<file path="src/rtl/ttc_pkg.sv">
// rtl/ttc_pkg.sv - shared states, bit positions and write-target indices for the timer config sequencer
package ttc_pkg;

    localparam int TTC_DIS_BIT = 0;
    localparam int TTC_RST_BIT = 4;

    localparam int NUM_SEL  = 7;
    localparam int SEL_CLK  = 0;
    localparam int SEL_CNTR = 1;
    localparam int SEL_INTV = 2;
    localparam int SEL_M1   = 3;
    localparam int SEL_M2   = 4;
    localparam int SEL_M3   = 5;
    localparam int SEL_IEN  = 6;

    typedef enum logic [3:0] {
        ST_IDLE,
        ST_STOP,
        ST_W_CLK,
        ST_W_INTV,
        ST_W_M1,
        ST_W_M2,
        ST_W_M3,
        ST_W_IEN,
        ST_RESTART,
        ST_RUN,
        ST_DONE,
        ST_CLR
    } seq_state_e;

    function automatic logic [NUM_SEL-1:0] sel_onehot(input int idx);
        return NUM_SEL'(1) << idx;
    endfunction

endpackage

</file>
<file path="src/rtl/ttc_cfg_sequencer_if.sv">
// rtl/ttc_cfg_sequencer_if.sv - config request, irq service and timer write port bundle
interface ttc_cfg_sequencer_if #(
    parameter int CNT_W  = 16,
    parameter int CTRL_W = 7,
    parameter int INTR_W = 6
);
    logic              cfg_req;
    logic [CTRL_W-1:0] cfg_clk_ctrl;
    logic [CTRL_W-1:0] cfg_cntr_ctrl;
    logic [CNT_W-1:0]  cfg_interval;
    logic [CNT_W-1:0]  cfg_match_1;
    logic [CNT_W-1:0]  cfg_match_2;
    logic [CNT_W-1:0]  cfg_match_3;
    logic [INTR_W-1:0] cfg_intr_en;
    logic              cfg_ack;
    logic              cfg_busy;

    logic              interrupt;
    logic [INTR_W-1:0] interrupt_reg;
    logic              irq_valid;
    logic [INTR_W-1:0] irq_status;
    logic              irq_ack;

    logic [CNT_W-1:0]  pwdata;
    logic              clk_ctrl_reg_sel;
    logic              cntr_ctrl_reg_sel;
    logic              interval_reg_sel;
    logic              match_1_reg_sel;
    logic              match_2_reg_sel;
    logic              match_3_reg_sel;
    logic              intr_en_reg_sel;
    logic              clear_interrupt;

    modport master (
        output cfg_req, cfg_clk_ctrl, cfg_cntr_ctrl, cfg_interval,
               cfg_match_1, cfg_match_2, cfg_match_3, cfg_intr_en,
               interrupt, interrupt_reg, irq_ack,
        input  cfg_ack, cfg_busy, irq_valid, irq_status, pwdata,
               clk_ctrl_reg_sel, cntr_ctrl_reg_sel, interval_reg_sel,
               match_1_reg_sel, match_2_reg_sel, match_3_reg_sel,
               intr_en_reg_sel, clear_interrupt
    );

    modport slave (
        input  cfg_req, cfg_clk_ctrl, cfg_cntr_ctrl, cfg_interval,
               cfg_match_1, cfg_match_2, cfg_match_3, cfg_intr_en,
               interrupt, interrupt_reg, irq_ack,
        output cfg_ack, cfg_busy, irq_valid, irq_status, pwdata,
               clk_ctrl_reg_sel, cntr_ctrl_reg_sel, interval_reg_sel,
               match_1_reg_sel, match_2_reg_sel, match_3_reg_sel,
               intr_en_reg_sel, clear_interrupt
    );

endinterface

</file>
<file path="src/rtl/ttc_irq_latch.sv">
// rtl/ttc_irq_latch.sv - captures timer interrupt status and tracks the pending clear request
module ttc_irq_latch #(
    parameter int INTR_W = 6
) (
    input  logic              pclk,
    input  logic              p_reset,
    input  logic              interrupt,
    input  logic [INTR_W-1:0] interrupt_reg,
    input  logic              irq_ack,
    input  logic              clr_done,
    output logic              irq_valid,
    output logic [INTR_W-1:0] irq_status,
    output logic              clear_pend
);
    logic       rearm;
    logic [1:0] rearm_cnt;

    always_ff @(posedge pclk) begin
        if (p_reset) begin
            irq_valid  <= 1'b0;
            irq_status <= '0;
            clear_pend <= 1'b0;
            rearm      <= 1'b0;
            rearm_cnt  <= 2'd0;
        end else begin
            if (!irq_valid && interrupt && !clear_pend && !rearm) begin
                irq_valid  <= 1'b1;
                irq_status <= interrupt_reg;
            end else if (irq_valid && irq_ack) begin
                irq_valid  <= 1'b0;
                clear_pend <= 1'b1;
            end

            // The timer line may still read high for a cycle or two after the
            // clear pulse; rearm masks that so one event is captured once.
            if (clr_done) begin
                clear_pend <= 1'b0;
                rearm      <= 1'b1;
                rearm_cnt  <= 2'd2;
            end else if (rearm) begin
                if (!interrupt || rearm_cnt == 2'd1) begin
                    rearm     <= 1'b0;
                    rearm_cnt <= 2'd0;
                end else begin
                    rearm_cnt <= rearm_cnt - 2'd1;
                end
            end
        end
    end

endmodule

</file>
<file path="src/rtl/ttc_cfg_sequencer.sv">
// rtl/ttc_cfg_sequencer.sv - register-write sequencer and interrupt-clear arbiter for one timer
module ttc_cfg_sequencer
    import ttc_pkg::*;
#(
    parameter int CNT_W   = 16,
    parameter int CTRL_W  = 7,
    parameter int INTR_W  = 6,
    parameter int DIS_BIT = TTC_DIS_BIT,
    parameter int RST_BIT = TTC_RST_BIT
) (
    input  logic               pclk,
    input  logic               p_reset,
    ttc_cfg_sequencer_if.slave bus
);
    localparam logic [CNT_W-1:0] DIS_MASK = CNT_W'(1) << DIS_BIT;
    localparam logic [CNT_W-1:0] RST_MASK = CNT_W'(1) << RST_BIT;

    seq_state_e         state;
    logic [CTRL_W-1:0]  clk_ctrl_q;
    logic [CTRL_W-1:0]  cntr_ctrl_q;
    logic [CNT_W-1:0]   interval_q;
    logic [CNT_W-1:0]   match_1_q;
    logic [CNT_W-1:0]   match_2_q;
    logic [CNT_W-1:0]   match_3_q;
    logic [INTR_W-1:0]  intr_en_q;
    logic [NUM_SEL-1:0] sel_q;
    logic [CNT_W-1:0]   pwdata_q;
    logic               cfg_ack_q;
    logic               cfg_busy_q;
    logic               clear_int_q;
    logic               clear_pend;
    logic               clr_done;
    logic [CNT_W-1:0]   cntr_ext;

    assign cntr_ext = CNT_W'(cntr_ctrl_q);
    assign clr_done = (state == ST_CLR);

    always_ff @(posedge pclk) begin
        if (p_reset) begin
            state       <= ST_IDLE;
            clk_ctrl_q  <= '0;
            cntr_ctrl_q <= '0;
            interval_q  <= '0;
            match_1_q   <= '0;
            match_2_q   <= '0;
            match_3_q   <= '0;
            intr_en_q   <= '0;
            sel_q       <= '0;
            pwdata_q    <= '0;
            cfg_ack_q   <= 1'b0;
            cfg_busy_q  <= 1'b0;
            clear_int_q <= 1'b0;
        end else begin
            sel_q       <= '0;
            pwdata_q    <= '0;
            cfg_ack_q   <= 1'b0;
            clear_int_q <= 1'b0;
            unique case (state)
                ST_IDLE: begin
                    // A pending interrupt clear owns the shared port first.
                    if (clear_pend) begin
                        state <= ST_CLR;
                    end else if (bus.cfg_req) begin
                        clk_ctrl_q  <= bus.cfg_clk_ctrl;
                        cntr_ctrl_q <= bus.cfg_cntr_ctrl;
                        interval_q  <= bus.cfg_interval;
                        match_1_q   <= bus.cfg_match_1;
                        match_2_q   <= bus.cfg_match_2;
                        match_3_q   <= bus.cfg_match_3;
                        intr_en_q   <= bus.cfg_intr_en;
                        cfg_busy_q  <= 1'b1;
                        state       <= ST_STOP;
                    end
                end
                ST_STOP: begin
                    sel_q    <= sel_onehot(SEL_CNTR);
                    pwdata_q <= cntr_ext | DIS_MASK;
                    state    <= ST_W_CLK;
                end
                ST_W_CLK: begin
                    sel_q    <= sel_onehot(SEL_CLK);
                    pwdata_q <= CNT_W'(clk_ctrl_q);
                    state    <= ST_W_INTV;
                end
                ST_W_INTV: begin
                    sel_q    <= sel_onehot(SEL_INTV);
                    pwdata_q <= interval_q;
                    state    <= ST_W_M1;
                end
                ST_W_M1: begin
                    sel_q    <= sel_onehot(SEL_M1);
                    pwdata_q <= match_1_q;
                    state    <= ST_W_M2;
                end
                ST_W_M2: begin
                    sel_q    <= sel_onehot(SEL_M2);
                    pwdata_q <= match_2_q;
                    state    <= ST_W_M3;
                end
                ST_W_M3: begin
                    sel_q    <= sel_onehot(SEL_M3);
                    pwdata_q <= match_3_q;
                    state    <= ST_W_IEN;
                end
                ST_W_IEN: begin
                    sel_q    <= sel_onehot(SEL_IEN);
                    pwdata_q <= CNT_W'(intr_en_q);
                    state    <= ST_RESTART;
                end
                ST_RESTART: begin
                    sel_q    <= sel_onehot(SEL_CNTR);
                    pwdata_q <= cntr_ext | DIS_MASK | RST_MASK;
                    state    <= ST_RUN;
                end
                ST_RUN: begin
                    // cfg_ack is raised on entry to DONE so it lines up with the final write.
                    sel_q     <= sel_onehot(SEL_CNTR);
                    pwdata_q  <= cntr_ext & ~RST_MASK;
                    cfg_ack_q <= 1'b1;
                    state     <= ST_DONE;
                end
                ST_DONE: begin
                    cfg_busy_q <= 1'b0;
                    state      <= ST_IDLE;
                end
                ST_CLR: begin
                    clear_int_q <= 1'b1;
                    state       <= ST_IDLE;
                end
                default: state <= ST_IDLE;
            endcase
        end
    end

    ttc_irq_latch #(
        .INTR_W(INTR_W)
    ) u_irq_latch (
        .pclk          (pclk),
        .p_reset       (p_reset),
        .interrupt     (bus.interrupt),
        .interrupt_reg (bus.interrupt_reg),
        .irq_ack       (bus.irq_ack),
        .clr_done      (clr_done),
        .irq_valid     (bus.irq_valid),
        .irq_status    (bus.irq_status),
        .clear_pend    (clear_pend)
    );

    assign bus.pwdata            = pwdata_q;
    assign bus.clk_ctrl_reg_sel  = sel_q[SEL_CLK];
    assign bus.cntr_ctrl_reg_sel = sel_q[SEL_CNTR];
    assign bus.interval_reg_sel  = sel_q[SEL_INTV];
    assign bus.match_1_reg_sel   = sel_q[SEL_M1];
    assign bus.match_2_reg_sel   = sel_q[SEL_M2];
    assign bus.match_3_reg_sel   = sel_q[SEL_M3];
    assign bus.intr_en_reg_sel   = sel_q[SEL_IEN];
    assign bus.clear_interrupt   = clear_int_q;
    assign bus.cfg_ack           = cfg_ack_q;
    assign bus.cfg_busy          = cfg_busy_q;

endmodule

</file>
<file path="src/flat_wrapper.sv">
// flat-port wrapper written by rule: the top's interface ports become plain ports
module ttc_cfg_sequencer_flat import ttc_pkg::*;
#(
    parameter int CNT_W   = 16,
    parameter int CTRL_W  = 7,
    parameter int INTR_W  = 6,
    parameter int DIS_BIT = TTC_DIS_BIT,
    parameter int RST_BIT = TTC_RST_BIT
)
  (pclk, p_reset, bus_cfg_req, bus_cfg_clk_ctrl, bus_cfg_cntr_ctrl, bus_cfg_interval, bus_cfg_match_1, bus_cfg_match_2, bus_cfg_match_3, bus_cfg_intr_en, bus_interrupt, bus_interrupt_reg, bus_irq_ack, bus_cfg_ack, bus_cfg_busy, bus_irq_valid, bus_irq_status, bus_pwdata, bus_clk_ctrl_reg_sel, bus_cntr_ctrl_reg_sel, bus_interval_reg_sel, bus_match_1_reg_sel, bus_match_2_reg_sel, bus_match_3_reg_sel, bus_intr_en_reg_sel, bus_clear_interrupt);
  ttc_cfg_sequencer_if #(.CNT_W(CNT_W), .CTRL_W(CTRL_W), .INTR_W(INTR_W)) bus_i ();
  input  logic pclk;
  input  logic p_reset;
  input wire logic [$bits(bus_i.cfg_req)-1:0] bus_cfg_req;
  input wire logic [$bits(bus_i.cfg_clk_ctrl)-1:0] bus_cfg_clk_ctrl;
  input wire logic [$bits(bus_i.cfg_cntr_ctrl)-1:0] bus_cfg_cntr_ctrl;
  input wire logic [$bits(bus_i.cfg_interval)-1:0] bus_cfg_interval;
  input wire logic [$bits(bus_i.cfg_match_1)-1:0] bus_cfg_match_1;
  input wire logic [$bits(bus_i.cfg_match_2)-1:0] bus_cfg_match_2;
  input wire logic [$bits(bus_i.cfg_match_3)-1:0] bus_cfg_match_3;
  input wire logic [$bits(bus_i.cfg_intr_en)-1:0] bus_cfg_intr_en;
  input wire logic [$bits(bus_i.interrupt)-1:0] bus_interrupt;
  input wire logic [$bits(bus_i.interrupt_reg)-1:0] bus_interrupt_reg;
  input wire logic [$bits(bus_i.irq_ack)-1:0] bus_irq_ack;
  output wire logic [$bits(bus_i.cfg_ack)-1:0] bus_cfg_ack;
  output wire logic [$bits(bus_i.cfg_busy)-1:0] bus_cfg_busy;
  output wire logic [$bits(bus_i.irq_valid)-1:0] bus_irq_valid;
  output wire logic [$bits(bus_i.irq_status)-1:0] bus_irq_status;
  output wire logic [$bits(bus_i.pwdata)-1:0] bus_pwdata;
  output wire logic [$bits(bus_i.clk_ctrl_reg_sel)-1:0] bus_clk_ctrl_reg_sel;
  output wire logic [$bits(bus_i.cntr_ctrl_reg_sel)-1:0] bus_cntr_ctrl_reg_sel;
  output wire logic [$bits(bus_i.interval_reg_sel)-1:0] bus_interval_reg_sel;
  output wire logic [$bits(bus_i.match_1_reg_sel)-1:0] bus_match_1_reg_sel;
  output wire logic [$bits(bus_i.match_2_reg_sel)-1:0] bus_match_2_reg_sel;
  output wire logic [$bits(bus_i.match_3_reg_sel)-1:0] bus_match_3_reg_sel;
  output wire logic [$bits(bus_i.intr_en_reg_sel)-1:0] bus_intr_en_reg_sel;
  output wire logic [$bits(bus_i.clear_interrupt)-1:0] bus_clear_interrupt;
  assign bus_i.cfg_req = bus_cfg_req;
  assign bus_i.cfg_clk_ctrl = bus_cfg_clk_ctrl;
  assign bus_i.cfg_cntr_ctrl = bus_cfg_cntr_ctrl;
  assign bus_i.cfg_interval = bus_cfg_interval;
  assign bus_i.cfg_match_1 = bus_cfg_match_1;
  assign bus_i.cfg_match_2 = bus_cfg_match_2;
  assign bus_i.cfg_match_3 = bus_cfg_match_3;
  assign bus_i.cfg_intr_en = bus_cfg_intr_en;
  assign bus_i.interrupt = bus_interrupt;
  assign bus_i.interrupt_reg = bus_interrupt_reg;
  assign bus_i.irq_ack = bus_irq_ack;
  assign bus_cfg_ack = bus_i.cfg_ack;
  assign bus_cfg_busy = bus_i.cfg_busy;
  assign bus_irq_valid = bus_i.irq_valid;
  assign bus_irq_status = bus_i.irq_status;
  assign bus_pwdata = bus_i.pwdata;
  assign bus_clk_ctrl_reg_sel = bus_i.clk_ctrl_reg_sel;
  assign bus_cntr_ctrl_reg_sel = bus_i.cntr_ctrl_reg_sel;
  assign bus_interval_reg_sel = bus_i.interval_reg_sel;
  assign bus_match_1_reg_sel = bus_i.match_1_reg_sel;
  assign bus_match_2_reg_sel = bus_i.match_2_reg_sel;
  assign bus_match_3_reg_sel = bus_i.match_3_reg_sel;
  assign bus_intr_en_reg_sel = bus_i.intr_en_reg_sel;
  assign bus_clear_interrupt = bus_i.clear_interrupt;
  ttc_cfg_sequencer #(.CNT_W(CNT_W), .CTRL_W(CTRL_W), .INTR_W(INTR_W), .DIS_BIT(DIS_BIT), .RST_BIT(RST_BIT)) u_core (.pclk(pclk), .p_reset(p_reset), .bus(bus_i));
endmodule
</file>
<file path="config.mk">
export PLATFORM = sky130hd
export DESIGN_NAME = ttc_cfg_sequencer_flat
export DESIGN_NICKNAME = d
export VERILOG_FILES = /design/src/rtl/ttc_pkg.sv /design/src/rtl/ttc_cfg_sequencer_if.sv /design/src/rtl/ttc_irq_latch.sv /design/src/rtl/ttc_cfg_sequencer.sv /design/src/flat_wrapper.sv
export SDC_FILE = /design/constraint.sdc
export NUM_CORES = 1
export LEC_CHECK = 0
export CAP_MARGIN = 15
export CORE_MARGIN = 2
export CORE_UTILIZATION = 44
export CTS_CLUSTER_DIAMETER = 150
export CTS_CLUSTER_SIZE = 10
export DETAILED_ROUTE_END_ITERATION = 8
export PLACE_DENSITY = 0.76
export SETUP_SLACK_MARGIN = 0.1
export SLEW_MARGIN = 10
export SYNTH_ARGS = -nofsm -noshare
export SYNTH_HDL_FRONTEND = slang
export SYNTH_SLANG_ARGS = --single-unit
</file>
<file path="constraint.sdc">
create_clock -name pclk -period 1.5 [get_ports pclk]
set_clock_uncertainty 0.05 [all_clocks]
set_input_delay 0.3 -clock pclk [delete_from_list [all_inputs] [get_ports pclk]]
set_output_delay 0.3 -clock pclk [all_outputs]
set_load 0.01 [all_outputs]
</file>
# Word level (Yosys, flattened, before mapping)
# Index checks and enable logic that the tools add are counted.
[op_classes]
n_addsub = 1
n_eq_ne = 15
mux = 18
bitwise_logic = 2
reduce_logical = 18
[op_table]
columns = ["cell", "n"]
rows = [
  ["16-bit case mux with 9 select lines", 1],
  ["7-bit case mux with 7 select lines", 1],
  ["4-bit case mux with 10 select lines", 1],
  ["4-bit by 3-bit equality test with 1-bit output, second input constant", 4],
  ["4-bit equality test, second input constant", 4],
  ["1-bit 2-to-1 mux", 9],
  ["4-bit by 2-bit equality test with 1-bit output, second input constant", 2],
  ["4-bit 2-to-1 mux", 2],
  ["2-bit 2-to-1 mux", 3],
  ["3-bit AND reduction", 2],
  ["2-bit nonzero test", 3],
  ["4-bit by 1-bit equality test with 1-bit output, second input constant", 1],
  ["1-bit logical AND", 4],
  ["1-bit logical NOT", 4],
  ["4-bit logical NOT", 1],
  ["2-bit inequality test, second input constant", 2],
  ["3-bit inequality test, second input constant", 1],
  ["3-bit OR reduction", 1],
  ["2-bit by 1-bit equality test with 1-bit output, second input constant", 1],
  ["1-bit inverter", 2],
  ["1-bit case mux with 2 select lines", 1],
  ["2-bit AND reduction", 1],
  ["2-bit OR reduction", 1],
  ["2-bit by 1-bit subtractor with 2-bit output, second input constant", 1],
  ["1-bit logical OR", 1],
]
[totals]
ff_bits = 125
inputBits = 95
output_inout_bits = 33
elab_cells = 73

# Depth between registers and ports, before layout
[depth]
ltp_word = 6
depth_mapped = 7
ltp_nobuf = 6

# Hierarchy
# From an unflattened synthesis, not the netlist that was laid out.
[hier_totals]
hier_cells = 595
hier_area_um2 = 5016.1
[modules_own_cells]
columns = ["mod", "n_inst", "cells_each", "area_per_inst_um2", "seq_area_each_um2"]
rows = [
  ["ttc_cfg_sequencer", 1, 550, 4534.3, 2282.2],
  ["ttc_irq_latch", 1, 45, 481.7, 220.2],
]

# Least setup slack after synthesis
# OpenSTA, ideal clock, no wires.
[synth_timing]
kind = "reg-to-reg"
start = "register u_core.state[0]"
end = "register u_core.pwdata_q[0] (netlist: u_core.bus.pwdata[0])"
setup_time_ps = 122
arrival_ps = 1404
required_ps = 1328
path_slack_ps = -75
stages_incl_launch_ff = 5
path_buffers = 1
synth_period_minus_slack_ps = 1575
cell_sequence = "dfxtp_1 buf_1 mux4_2 a221oi_1 nor2_1"
[synth_between]
elab_chain_len = 2
word_cells_on_any_way = 10
classes_between = "9 x eq/ne; 1 x mux"
[synth_lines]
columns = ["item", "line", "text"]
rows = [
  ["start: declaration", "ttc_cfg_sequencer.sv:18", "seq_state_e state;"],
  ["start signal: assignment", "ttc_cfg_sequencer.sv:40", "state <= ST_IDLE;"],
  ["start signal: assignment", "ttc_cfg_sequencer.sv:62", "state <= ST_CLR;"],
  ["start signal: assignment", "ttc_cfg_sequencer.sv:72", "state <= ST_STOP;"],
  ["4-bit equality test (tied with other cells)", "ttc_cfg_sequencer.sv:58", "unique case (state)"],
  ["16-bit case mux with 9 select lines *", "ttc_cfg_sequencer.sv:58", ""],
  ["end signal: assignment", "ttc_cfg_sequencer.sv:77", "pwdata_q <= cntr_ext | DIS_MASK;"],
  ["end signal: assignment", "ttc_cfg_sequencer.sv:82", "pwdata_q <= CNT_W'(clk_ctrl_q);"],
  ["end signal: assignment", "ttc_cfg_sequencer.sv:87", "pwdata_q <= interval_q;"],
  ["end: declaration", "ttc_cfg_sequencer.sv:27", "logic [CNT_W-1:0] pwdata_q;"],
]
# Mark *: on every way between the ends. The rest lies on a longest branch, timed or not.
# A chain may end at the register's enable or synchronous reset.

# Final worst setup path
[layout_timing]
start = "register u_core.state[3]"
end = "register u_core.cntr_ctrl_q[6]"
[layout_between]
elab_chain_len = 2
[layout_lines]
columns = ["item", "line", "text"]
rows = [
  ["4-bit logical NOT", "ttc_cfg_sequencer.sv:58", ""],
  ["3-bit AND reduction (no line)", "-", ""],
  ["end signal: assignment", "ttc_cfg_sequencer.sv:65", "cntr_ctrl_q <= bus.cfg_cntr_ctrl;"],
  ["end: declaration", "ttc_cfg_sequencer.sv:20", "logic [CTRL_W-1:0] cntr_ctrl_q;"],
]
# No other way between the ends.

==> impl_metrics.yaml <==
layout:
  drive_above_1_share_pct: 23.1
  area_growth_pct: 52.7
  utilization_pct: 69.0
  final_common_cell: "nand2_1"
  antenna_cells: 0
  num-fill-cells: 877
  final_nets: 849
  mostFrequentLayoutCells: "nand2_1 (167), dfxtp_1 (118), clkdlybuf4s50_1 (93), a21oi_1 (91), buf_4 (35)"
  final_cells: 906
clock_tree:
  cts_tree: "done"
  cts.clk_slew.worst_paths_ns: 0.06
  root_buffer: "clkbuf_8"
  htree_levels: 4
  cts_sinks: 125
  ctsLongestPathBuffers: 2
  insertion_delay_ns: 0.52
  cts_made_buffers: 17
setup_path:
  worstPathRequired_ns: 1.89
  critPathLaunchType: "register"
  critPathTopFamily: "simple AND/OR/NAND/NOR gates"
  path_max_fanout: 24
  cp_slowest_cell: "dfxtp_4"
  worstSetupEndpointType: "register"
  max_stage_delay_ns: 0.36
  path_cells: "nor4_4 -> and3b_2 -> buf_12 -> buf_12 -> nand2_1 -> a21oi_1"
  path_class: "reg -> reg"
  cp.arrival_ns: 2.04
  path_buf_inv: 2
  cp_common_cell: "buf_12"
die:
  core_area_um2: 10900
  die_area_um2: 12100
  start_util_pct: 45.2
  io_pins: 128
  rows: 38
  die_h_um: 110
  die_w_um: 110
global_route:
  grt_max_degree: 108
  grt_pass1_vias: 4592
  grt_pass1_wl_mm: 23.1
  grt-ovfl-total: 0
  antenna_found_initial: 0
  grt_use_total_pct: 25.3
synthesis:
  seq_area_frac_synth_pct: 50.8
  syn_nets: 687
  ys_ff_latch: 125
  yosysWarnings: 0
  syn_area_per_cell_um2: 8.33
  ys_types: 39
  synthesis.instances: 591
  synth.cell_area_um2: 4920
detailed_routing:
  antenna_left: 0
  route.detailed.drc: 0
  vias: 4838
  via_per_inst: 5.34
  wl_per_cell_um: 17.0
  drt_first_pass_iters: 5
  drt_first_iter_violations: 343
  wl_mm: 15.4
placement:
  gp_congestion: 0.876
  dp.final_hpwl_mm: 10.3
  dpl.cell_count: 857
  port_buffers: 127
worst_hold_path:
  min_path_type: "in -> reg"
timing:
  min_period_ns: 1.65
  finalSetupViolCount: 103
  rsz0062_at_grt: "true"
  slew_headroom_pct: 68.9
  maxClockFrequency_mhz: 607
  setup_slack_ns: -0.148
  drv_slew: 0
  hold_viol_final: 0
  tightest_slew_ns: 0.466
  finalCritPeriodShare_pct: 110
run_status:
  violations: "negative setup slack"
  status: "finished, violations left"
pwr:
  p_leak_uw: 0.00293
  max-vdd-ir-drop_uv: 744
  powerDensity_nw_per_um2: 1350
  total_power_uw: 10200
job:
  drv_cap: 0
[metal layers]
metal  part of all wire [%]  global-route usage, %  routed length, µm
met3                    6.2                   4.74                957
met4                    1.7                   8.23                258
met5                      0                      0                  0
met1                     44                   34.4               6770
met2                     48                   40.4               7430
[cell usage after synthesis]
cell type	n	area, µm²
a222oi_1	5	50.1
mux4_2	1	22.5
ha_1	1	12.5
buf_2	11	55.1
o21bai_1	1	7.51
a22o_1	12	105
nor2b_1	12	75.1
a21oi_1	92	460
and3b_1	2	17.5
nand3b_1	4	30.0
nor3b_1	2	15.0
nor4_2	1	12.5
inv_1	2	7.51
o21ai_0	2	10.0
mux2_2	5	56.3
nor3_1	13	65.1
nor4b_2	1	15.0
clkbuf_1	27	101
buf_1	3	11.3
a21o_1	1	7.51
nand3_1	1	5.00
buf_6	6	67.6
nor2_1	26	97.6
and2_1	1	6.26
a221oi_1	2	17.5
o22ai_1	1	6.26
mux2i_1	14	140
or3b_1	1	8.76
nand2b_1	9	56.3
nor4_1	3	18.8
a211oi_1	2	15.0
or2_2	3	18.8
nand2_1	178	668
a32oi_1	2	17.5
dfxtp_1	125	2500
xnor2_1	1	8.76
o22a_1	4	35.0
a22oi_1	7	52.6
a31oi_1	7	43.8
[worst paths after layout]
check,start,to,slack [ns],depth (start not counted)
max,u_core.state[3],u_core.cntr_ctrl_q[6],-0.15,6
min,p_reset,u_core.state[1],0.12,4
max reg2reg,u_core.state[3],u_core.cntr_ctrl_q[6],-0.15,6
min reg2reg,u_core.interval_q[11],u_core.interval_q[11],0.41,2
[worst register-to-register path: stages, from the launching register on]
cell and delay [ns]:
dfxtp_4 0.36, nor4_4 0.30, and3b_2 0.29, buf_12 0.16
buf_12 0.17, nand2_1 0.08, a21oi_1 0.16
[logic make-up after synthesis]
family | Yosys count | synth area share, %
buffers and inverters | 49 | 4.93
and+or+nand+nor | 257 | 22.5
adders and majority gates | 1 | 0.254
muxes | 20 | 4.45
AOI/OAI and AO/OA | 138 | 16.8
DFF | 125 | 50.8
xor gates and xnor gates | 1 | 0.178
[layout make-up]
type | instances | area, µm² | share of cell area, %
Clock buffer | 18 | 418 | 5.56
Clock inverter | 14 | 181 | 2.41
Inverter | 2 | 7.51 | 0.0999
Multi-Input combinational cell | 417 | 2330 | 31.1
Sequential cell | 125 | 2520 | 33.5
Tap cell | 140 | 175 | 2.33
Timing Repair Buffer | 190 | 1880 | 25.0
[flip-flops by register name (all words and copies together), names as in the netlist]
signal	flops
u_core.sel_q	7
u_core.bus.cfg_busy	1
u_core.u_irq_latch.rearm_cnt	2
u_core.intr_en_q	6
u_core.u_irq_latch.rearm	1
u_core.state	4
u_core.bus.clear_interrupt	1
u_core.match_1_q	16
u_core.match_3_q	16
u_core.u_irq_latch.clear_pend	1
u_core.match_2_q	16
u_core.interval_q	16
u_core.bus.pwdata	16
u_core.bus.cfg_ack	1
u_core.cntr_ctrl_q	7
u_core.clk_ctrl_q	7
u_core.u_irq_latch.irq_valid	1
u_core.u_irq_latch.irq_status	6
[metrics by stage]
step	area [µm²]	setup TNS (ns)	worst slack, ns	hold WS, ns
after floorplan	4960	0	0.0177	0.381
after global placement	6590	-12.70	-0.194	0.392
after detailed placement	6590	-15.90	-0.211	0.398
after CTS	7460	-6.80	-0.109	0.0809
after global routing	7520	-15.60	-0.204	0.117
final	7520	-7.66	-0.148	0.117
[repair_timing]
item                                    CTS  global route
hold buffers                              0             0
gates resized for setup                 169            32
gates cloned                              4             1
endpoints found under the setup margin  136           119
buffers inserted                         11             2
pin swaps                                10             4
[report_power, final]
group | switching [µW] | internal [µW]
combinational | 1070 | 1180
sequential | 199 | 3610
clock | 1550 | 2560
total | 2830 | 7350
Note: power is estimated with default switching activity, not from simulation.
